<file path="src/rtl/uart_tx_ctrl.sv">
// UART transmit controller: accepts one word per valid/ready handshake and
// serialises it as start bit, DATA_BITS payload bits (LSB first) and
// STOP_BITS stop bits, each bit lasting CLKS_PER_BIT clock cycles.
module uart_tx_ctrl #(
  parameter int CLKS_PER_BIT = 868,
  parameter int DATA_BITS    = 8,
  parameter int STOP_BITS    = 1
) (
  input  logic                 clock,
  input  logic                 reset,
  input  logic                 tx_valid,
  input  logic [DATA_BITS-1:0] tx_data,
  output logic                 tx_ready,
  output logic                 tx,
  output logic                 tx_busy,
  output logic                 tx_done
);

  localparam int BAUD_W = (CLKS_PER_BIT > 2) ? $clog2(CLKS_PER_BIT) : 1;
  localparam int BIT_W  = $clog2(DATA_BITS);

  localparam logic [BAUD_W-1:0] BAUD_LAST = BAUD_W'(CLKS_PER_BIT - 1);
  localparam logic [BIT_W-1:0]  BIT_LAST  = BIT_W'(DATA_BITS - 1);
  localparam logic [BIT_W-1:0]  STOP_LAST = BIT_W'(STOP_BITS - 1);

  typedef enum logic [1:0] {
    IDLE  = 2'd0,
    START = 2'd1,
    DATA  = 2'd2,
    STOP  = 2'd3
  } state_t;

  state_t               state, state_next;
  logic [BAUD_W-1:0]    baud_cnt, baud_next;
  logic [BIT_W-1:0]     bit_cnt, bit_next;
  logic [DATA_BITS-1:0] shift_reg, shift_next;
  logic                 tx_next;
  logic                 done_next;
  logic                 baud_end;

  assign baud_end = (baud_cnt == BAUD_LAST);
  assign tx_ready = (state == IDLE);
  assign tx_busy  = (state != IDLE);

  // Next-state, counter, shifter and line-level decode for the frame FSM.
  always_comb begin
    state_next = state;
    baud_next  = baud_cnt;
    bit_next   = bit_cnt;
    shift_next = shift_reg;
    done_next  = 1'b0;
    tx_next    = 1'b1;

    case (state)
      IDLE: begin
        // The word is sampled only here; tx_data is ignored at all other times.
        if (tx_valid) begin
          state_next = START;
          shift_next = tx_data;
          baud_next  = '0;
        end
      end
      START: begin
        if (baud_end) begin
          state_next = DATA;
          baud_next  = '0;
          bit_next   = '0;
        end else begin
          baud_next = baud_cnt + 1'b1;
        end
      end
      DATA: begin
        if (baud_end) begin
          baud_next  = '0;
          shift_next = shift_reg >> 1;
          if (bit_cnt == BIT_LAST) begin
            state_next = STOP;
            bit_next   = '0;
          end else begin
            bit_next = bit_cnt + 1'b1;
          end
        end else begin
          baud_next = baud_cnt + 1'b1;
        end
      end
      STOP: begin
        // The bit counter doubles as the stop-bit index while in STOP.
        if (baud_end) begin
          baud_next = '0;
          if (bit_cnt == STOP_LAST) begin
            state_next = IDLE;
            bit_next   = '0;
            done_next  = 1'b1;
          end else begin
            bit_next = bit_cnt + 1'b1;
          end
        end else begin
          baud_next = baud_cnt + 1'b1;
        end
      end
      default: state_next = IDLE;
    endcase

    // Line level is decoded from the upcoming state so tx can be a flop.
    case (state_next)
      START:   tx_next = 1'b0;
      DATA:    tx_next = shift_next[0];
      default: tx_next = 1'b1;
    endcase
  end

  // State, counters, shift register and registered outputs.
  always_ff @(posedge clock) begin
    if (reset) begin
      state     <= IDLE;
      baud_cnt  <= '0;
      bit_cnt   <= '0;
      shift_reg <= '0;
      tx        <= 1'b1;
      tx_done   <= 1'b0;
    end else begin
      state     <= state_next;
      baud_cnt  <= baud_next;
      bit_cnt   <= bit_next;
      shift_reg <= shift_next;
      tx        <= tx_next;
      tx_done   <= done_next;
    end
  end

endmodule

</file>
<file path="config.mk">
export PLATFORM = sky130hd
export DESIGN_NAME = uart_tx_ctrl
export DESIGN_NICKNAME = d
export VERILOG_FILES = /design/src/rtl/uart_tx_ctrl.sv
export SDC_FILE = /design/constraint.sdc
export NUM_CORES = 1
export LEC_CHECK = 0
export CAP_MARGIN = 20
export CORE_ASPECT_RATIO = 0.75
export CORE_UTILIZATION = 40
export CTS_CLUSTER_SIZE = 28
export DETAILED_ROUTE_END_ITERATION = 10
export SYNTH_ARGS = -nofsm -noshare
export SYNTH_HDL_FRONTEND = slang
export SYNTH_SLANG_ARGS = --single-unit
</file>
<file path="constraint.sdc">
create_clock -name clock -period 2.1 [get_ports clock]
set_input_delay 0.21 -clock clock [delete_from_list [all_inputs] [get_ports clock]]
set_output_delay 0.21 -clock clock [all_outputs]
set_load 0.005 [all_outputs]
</file>
# Word-level counts from Yosys, hierarchy flattened
# Index checks and enable logic that the tools add are counted.
# Widths: inputs -> output; s select.
dict set report op_classes {
  addsub 2
  multipliers 0
  div_mod_pow 0
  order_cmp 0
  eq_ne 11
  n_shift 0
  mux 21
  bitwise 2
  reduce_logical 9
}
# cell n
set ops {}
lappend ops {{$mux 10} 2}
lappend ops {{$pmux 10 s2} 1}
lappend ops {{$mux 8} 2}
lappend ops {{$pmux 8 s2} 1}
lappend ops {{$mux 3} 5}
lappend ops {{$mux 2} 6}
lappend ops {{$add 10x1->10 const B} 1}
lappend ops {{$eq 10x10->1 const B} 1}
lappend ops {{$pmux 3 s3} 1}
lappend ops {{$ne 2x2->1 const B} 4}
lappend ops {{$pmux 2 s4} 1}
lappend ops {{$eq 2x2->1 const B} 3}
lappend ops {{$reduce_or 3->1} 2}
lappend ops {{$eq 2x1->1 const B} 2}
lappend ops {{$reduce_and 4->1} 1}
lappend ops {{$reduce_bool 2->1} 2}
lappend ops {{$add 3x1->3 const B} 1}
lappend ops {{$eq 3x3->1 const B} 1}
lappend ops {{$logic_not 3->1} 1}
lappend ops {{$reduce_and 3->1} 1}
lappend ops {{$reduce_bool 3->1} 1}
lappend ops {{$logic_not 2->1} 1}
lappend ops {{$not 1->1} 2}
lappend ops {{$pmux 1 s2} 1}
lappend ops {{$mux 1} 1}
dict set report totals {
  regBits 25
  latch_bits 0
  ram_bits 0
  romBits 0
  in_bits 11
  output_inout_bits 4
  word_cells 52
  n_memories 0
}

# Longest topological paths before layout
dict set report logic_depth {
  ltp_word 6
  ltp_mapped 9
  depth_no_buf 7
}

# Least setup slack after synthesis
# OpenSTA, ideal clock, no wires.
dict set report synth_timing {
  path_kind {flip-flop to flip-flop}
  start {register baud_cnt[0]}
  end {register tx}
  setup_ns 0.126
  t_arrival_ns 1.647
  required_time_ns 1.974
  slack_ns 0.327
  stages_incl_launch_ff 7
  path_buffers 0
  synth_period_minus_slack_ns 1.773
  cell_sequence {dfxtp_1 -> ha_1 -> nand4b_1 -> nor4_4 -> nor2_4 -> a211oi_2 -> mux2i_1}
}
dict set report synth_between {
  elab_chain_cells 5
  elab_cells_between_ends 10
  classes_between {eq/ne: 3; mux: 7}
}
# item line_no
set synth_lines {}
lappend synth_lines {{start, declared} 34} ;# logic [BAUD_W-1:0] baud_cnt, baud_next;
lappend synth_lines {{start signal, assigned} 123} ;# baud_cnt <= baud_next;
lappend synth_lines {{$eq 10x10->1 (*)} 41} ;# assign baud_end = (baud_cnt == BAUD_LAST);
lappend synth_lines {{$mux 2 (on tied branches)} {88, 64, 73}}
lappend synth_lines {{$pmux 2 s4} 54} ;# case (state)
lappend synth_lines {{$eq 2x2->1 / $eq 2x1->1 (equally long branches)} 105} ;# case (state_next)
lappend synth_lines {{$pmux 1 s2 (*)} 105}
lappend synth_lines {{end signal, assigned} 126} ;# tx <= tx_next;
lappend synth_lines {{end, declared} 14} ;# output logic tx,
# Mark *: on every way between the ends. The rest lies on a longest branch, timed or not. The select of a mux whose other input is x is not followed.
# A chain may end at the register's enable or synchronous reset.

# Worst setup path after layout
dict set report layout_timing {
  start {register state[1]}
  end {output port tx_ready}
}
dict set report layout_between {
  elab_chain_cells 1
}
# item line_no
set layout_lines {}
lappend layout_lines {{start, declared} 33} ;# state_t state, state_next;
lappend layout_lines {{start signal, assigned} 122} ;# state <= state_next;
lappend layout_lines {{$logic_not 2->1} 42} ;# assign tx_ready = (state == IDLE);
lappend layout_lines {{end, declared} 13} ;# output logic tx_ready,
# No other way between the ends.

==> flow_metrics.tcl <==
set metrics [dict create \
    seq_area_frac_synth 0.397 \
    die_y_um 50.6 \
    start_util 0.423 \
    worstPathCellList "or2_1 -> inv_2 -> buf_4 -> clkdlybuf4s50_1" \
    yosysUniqueCellTypes 37 \
    start_kind "flip-flop" \
    post_cts_buffers 0 \
    critical_path.slowest_cell "clkdlybuf4s50_1" \
    fin_crit_ns 1.91 \
    clk_pin_slew_ns 0.09 \
    rrSetupSlack_ns 0.27 \
    cts_sinks 25 \
    antenna_found_initial 0 \
    die-width_um 66.8 \
    crit_fanout 10 \
    relSlewSlack 0.775 \
    wl_mm 2.70 \
    design.core.area_sq_um 2980 \
    maxCapViolCount 0 \
    hold_class "reg -> reg" \
    synth_common_cells "dfxtp_1 (25), nand2_1 (17), a21oi_1 (14), nor2_1 (14), a22oi_1 (11)" \
    yosysTopAreaCellShare 0.397 \
    fin_nets 179 \
    status "finished, final reports clean" \
    required_ns 1.89 \
    yosys.area.top_type "dfxtp_1" \
    largest_reg_flops 10 \
    io_pins 15 \
    routedWlPerCell_um 13.4 \
    synth_area_per_cell_sq_um 8.63 \
    ys_warn_count 0 \
    leakage_nw 0.533 \
    rsz0062_at_grt "false" \
    gp_congestion 0.791 \
    hold_end "shift_reg[2]" \
    first_pass_iters 4 \
    synth-seq-cells 25 \
    synth_edf_count 0 \
    worst_ep_arrival_time_ns 1.70 \
    cts_resized 0 \
    cts_tree "done" \
    holdBufCountCts 0 \
    syn-cell-area_sq_um 1260 \
    cts_buffers 3 \
    tns_ns 0 \
    ant_nets 0 \
    regToRegEndpoint "tx" \
    fillers 300 \
    r2r.worst_path.cells 6 \
    hold_viol 0 \
    syn_nets 161 \
    max_slew.worst_pin.slew_ns 0.334 \
    gr-total-overflow 0 \
    fmax_ghz 0.523 \
    root_buffer "clkbuf_8" \
    clk_latency_ns 0.27 \
    dp_hpwl_mm 2.01 \
    core.rowCount 17 \
    drt_iter0_drc 100 \
    num_antenna_cells 0 \
    io_buffer_count 14 \
    slowest_delay_ns 0.51 \
    finalInstanceArea_sq_um 1500 \
    setup_viol 0 \
    grt_pass1_wl_mm 4.72 \
    grt_max_degree 26 \
    hold_start "shift_reg[2]" \
    irDropWorstVdd_mv 0.406 \
    end_kind "primary output" \
    drc_errors 0 \
    grt_usage 0.188 \
    cts_buffer_depth 2 \
    r2r_start "baud_cnt[0]" \
    power_density_nw_per_um2 588 \
    hold_depth 2 \
    synth.most_common_cell "dfxtp_1" \
    synthesis.instances 146 \
    die_area_sq_um 3380 \
    h-tree-depth 1 \
    ys.flop_type "dfxtp_1" \
    route.vias.total 1113 \
    finClkSkew_ns 0.00767 \
    path_class "reg -> out" \
    slew_viol_final 0 \
    netlist_top_cells_area "dfxtp_1 (40%), a22oi_1 (6.6%), a21oi_1 (5.6%)" \
    areaGrowthSynthToFinish_pct 19.0 \
    period_share 0.911 \
    place_area_sq_um 1450 \
    grt_pass1_vias 1011 \
    synthArstFlopShare 0 \
    vias_per_cell 5.54 \
    drive_gt1_frac 0.110 \
]
[metal layers]
metal	vias up	track usage	wire length, um
met3	2	0.0545	77
li1	571	-	-
met5	-	0	0
met2	17	0.285	1200
met1	523	0.264	1410
met4	0	0.0319	7
[kinds of logic (layout without fill, tap and decap cells)]
family	after synthesis	after routing	share of synthesized area
multiplexers	2	2	0.0159
buffers and inverters	13	30	0.0546
adder cells (fa/ha/maj)	4	4	0.0397
flip-flops	25	25	0.397
AO/OA/AOI/OAI	41	41	0.233
AND/OR/NAND/NOR	61	61	0.259
[area by class of cell]
type / count / area [sq um] / area share
inverters: 4 / 15.0 / 0.0100
flip-flops and latches: 25 / 500 / 0.334
repair buffers: 22 / 200 / 0.134
clock buffers: 4 / 45.0 / 0.0301
multi-input cells: 108 / 691 / 0.461
well taps: 38 / 47.5 / 0.0317
[power breakdown]
part / switching, mW / total (mW) / internal, mW
clock: 0.145 / 0.281 / 0.135
sequential: 0.0103 / 0.498 / 0.488
combinational: 0.0502 / 0.103 / 0.0527
total: 0.206 / 0.882 / 0.676
[worst max-delay path: cells and delay by family, from the launching register on]
| family | cells | cell delay, ns |
|---|---|---|
| AND/OR/NAND/NOR | 1 | 0.29 |
| buffers and inverters | 3 | 0.73 |
| flip-flops | 1 | 0.41 |
[per-stage QoR]
| stage | hold WS, ns | cells | util | power (mW) | worst slack (ns) |
|---|---|---|---|---|---|
| floorplan | 0.371 | 146 | - | 0.567 | 0.327 |
| finish | 0.461 | 201 | 0.503 | 0.882 | 0.187 |
| global route | 0.482 | 201 | 0.503 | 0.934 | 0.0493 |
| global placement | 0.450 | 197 | 0.488 | 0.612 | 0.326 |
| CTS | 0.463 | 201 | 0.503 | 0.893 | 0.186 |
| detailed placement | 0.450 | 197 | 0.488 | 0.612 | 0.286 |
[layout by cell type (no fill, tap or decap), types with 2 or more instances in the layout]
cell and n:
inv_1 3, o211ai_1 2, a41oi_1 2, clkbuf_8 3, and3_1 5, a22oi_1 11, o311a_1 3, nor2_1 14
a311oi_1 4, nand2_1 17, nor3_1 8, ha_1 4, a21oi_1 14, mux2i_1 2, buf_4 8, nand3_1 4
nor2b_1 3, dfxtp_1 25, clkdlybuf4s50_1 14
[worst max path at each step]
stage / slack, ns / startpoint / to
6_report: 0.19 / state[1] / tx_ready
5_1_grt: 0.05 / baud_cnt[0] / tx
4_1_cts: 0.19 / state[1] / tx_ready
3_5_place_dp: 0.29 / baud_cnt[0] / tx
3_3_place_gp: 0.33 / baud_cnt[0] / tx
2_1_floorplan: 0.33 / baud_cnt[0] / tx
No activity file was read; power rests on OpenSTA's default activity.
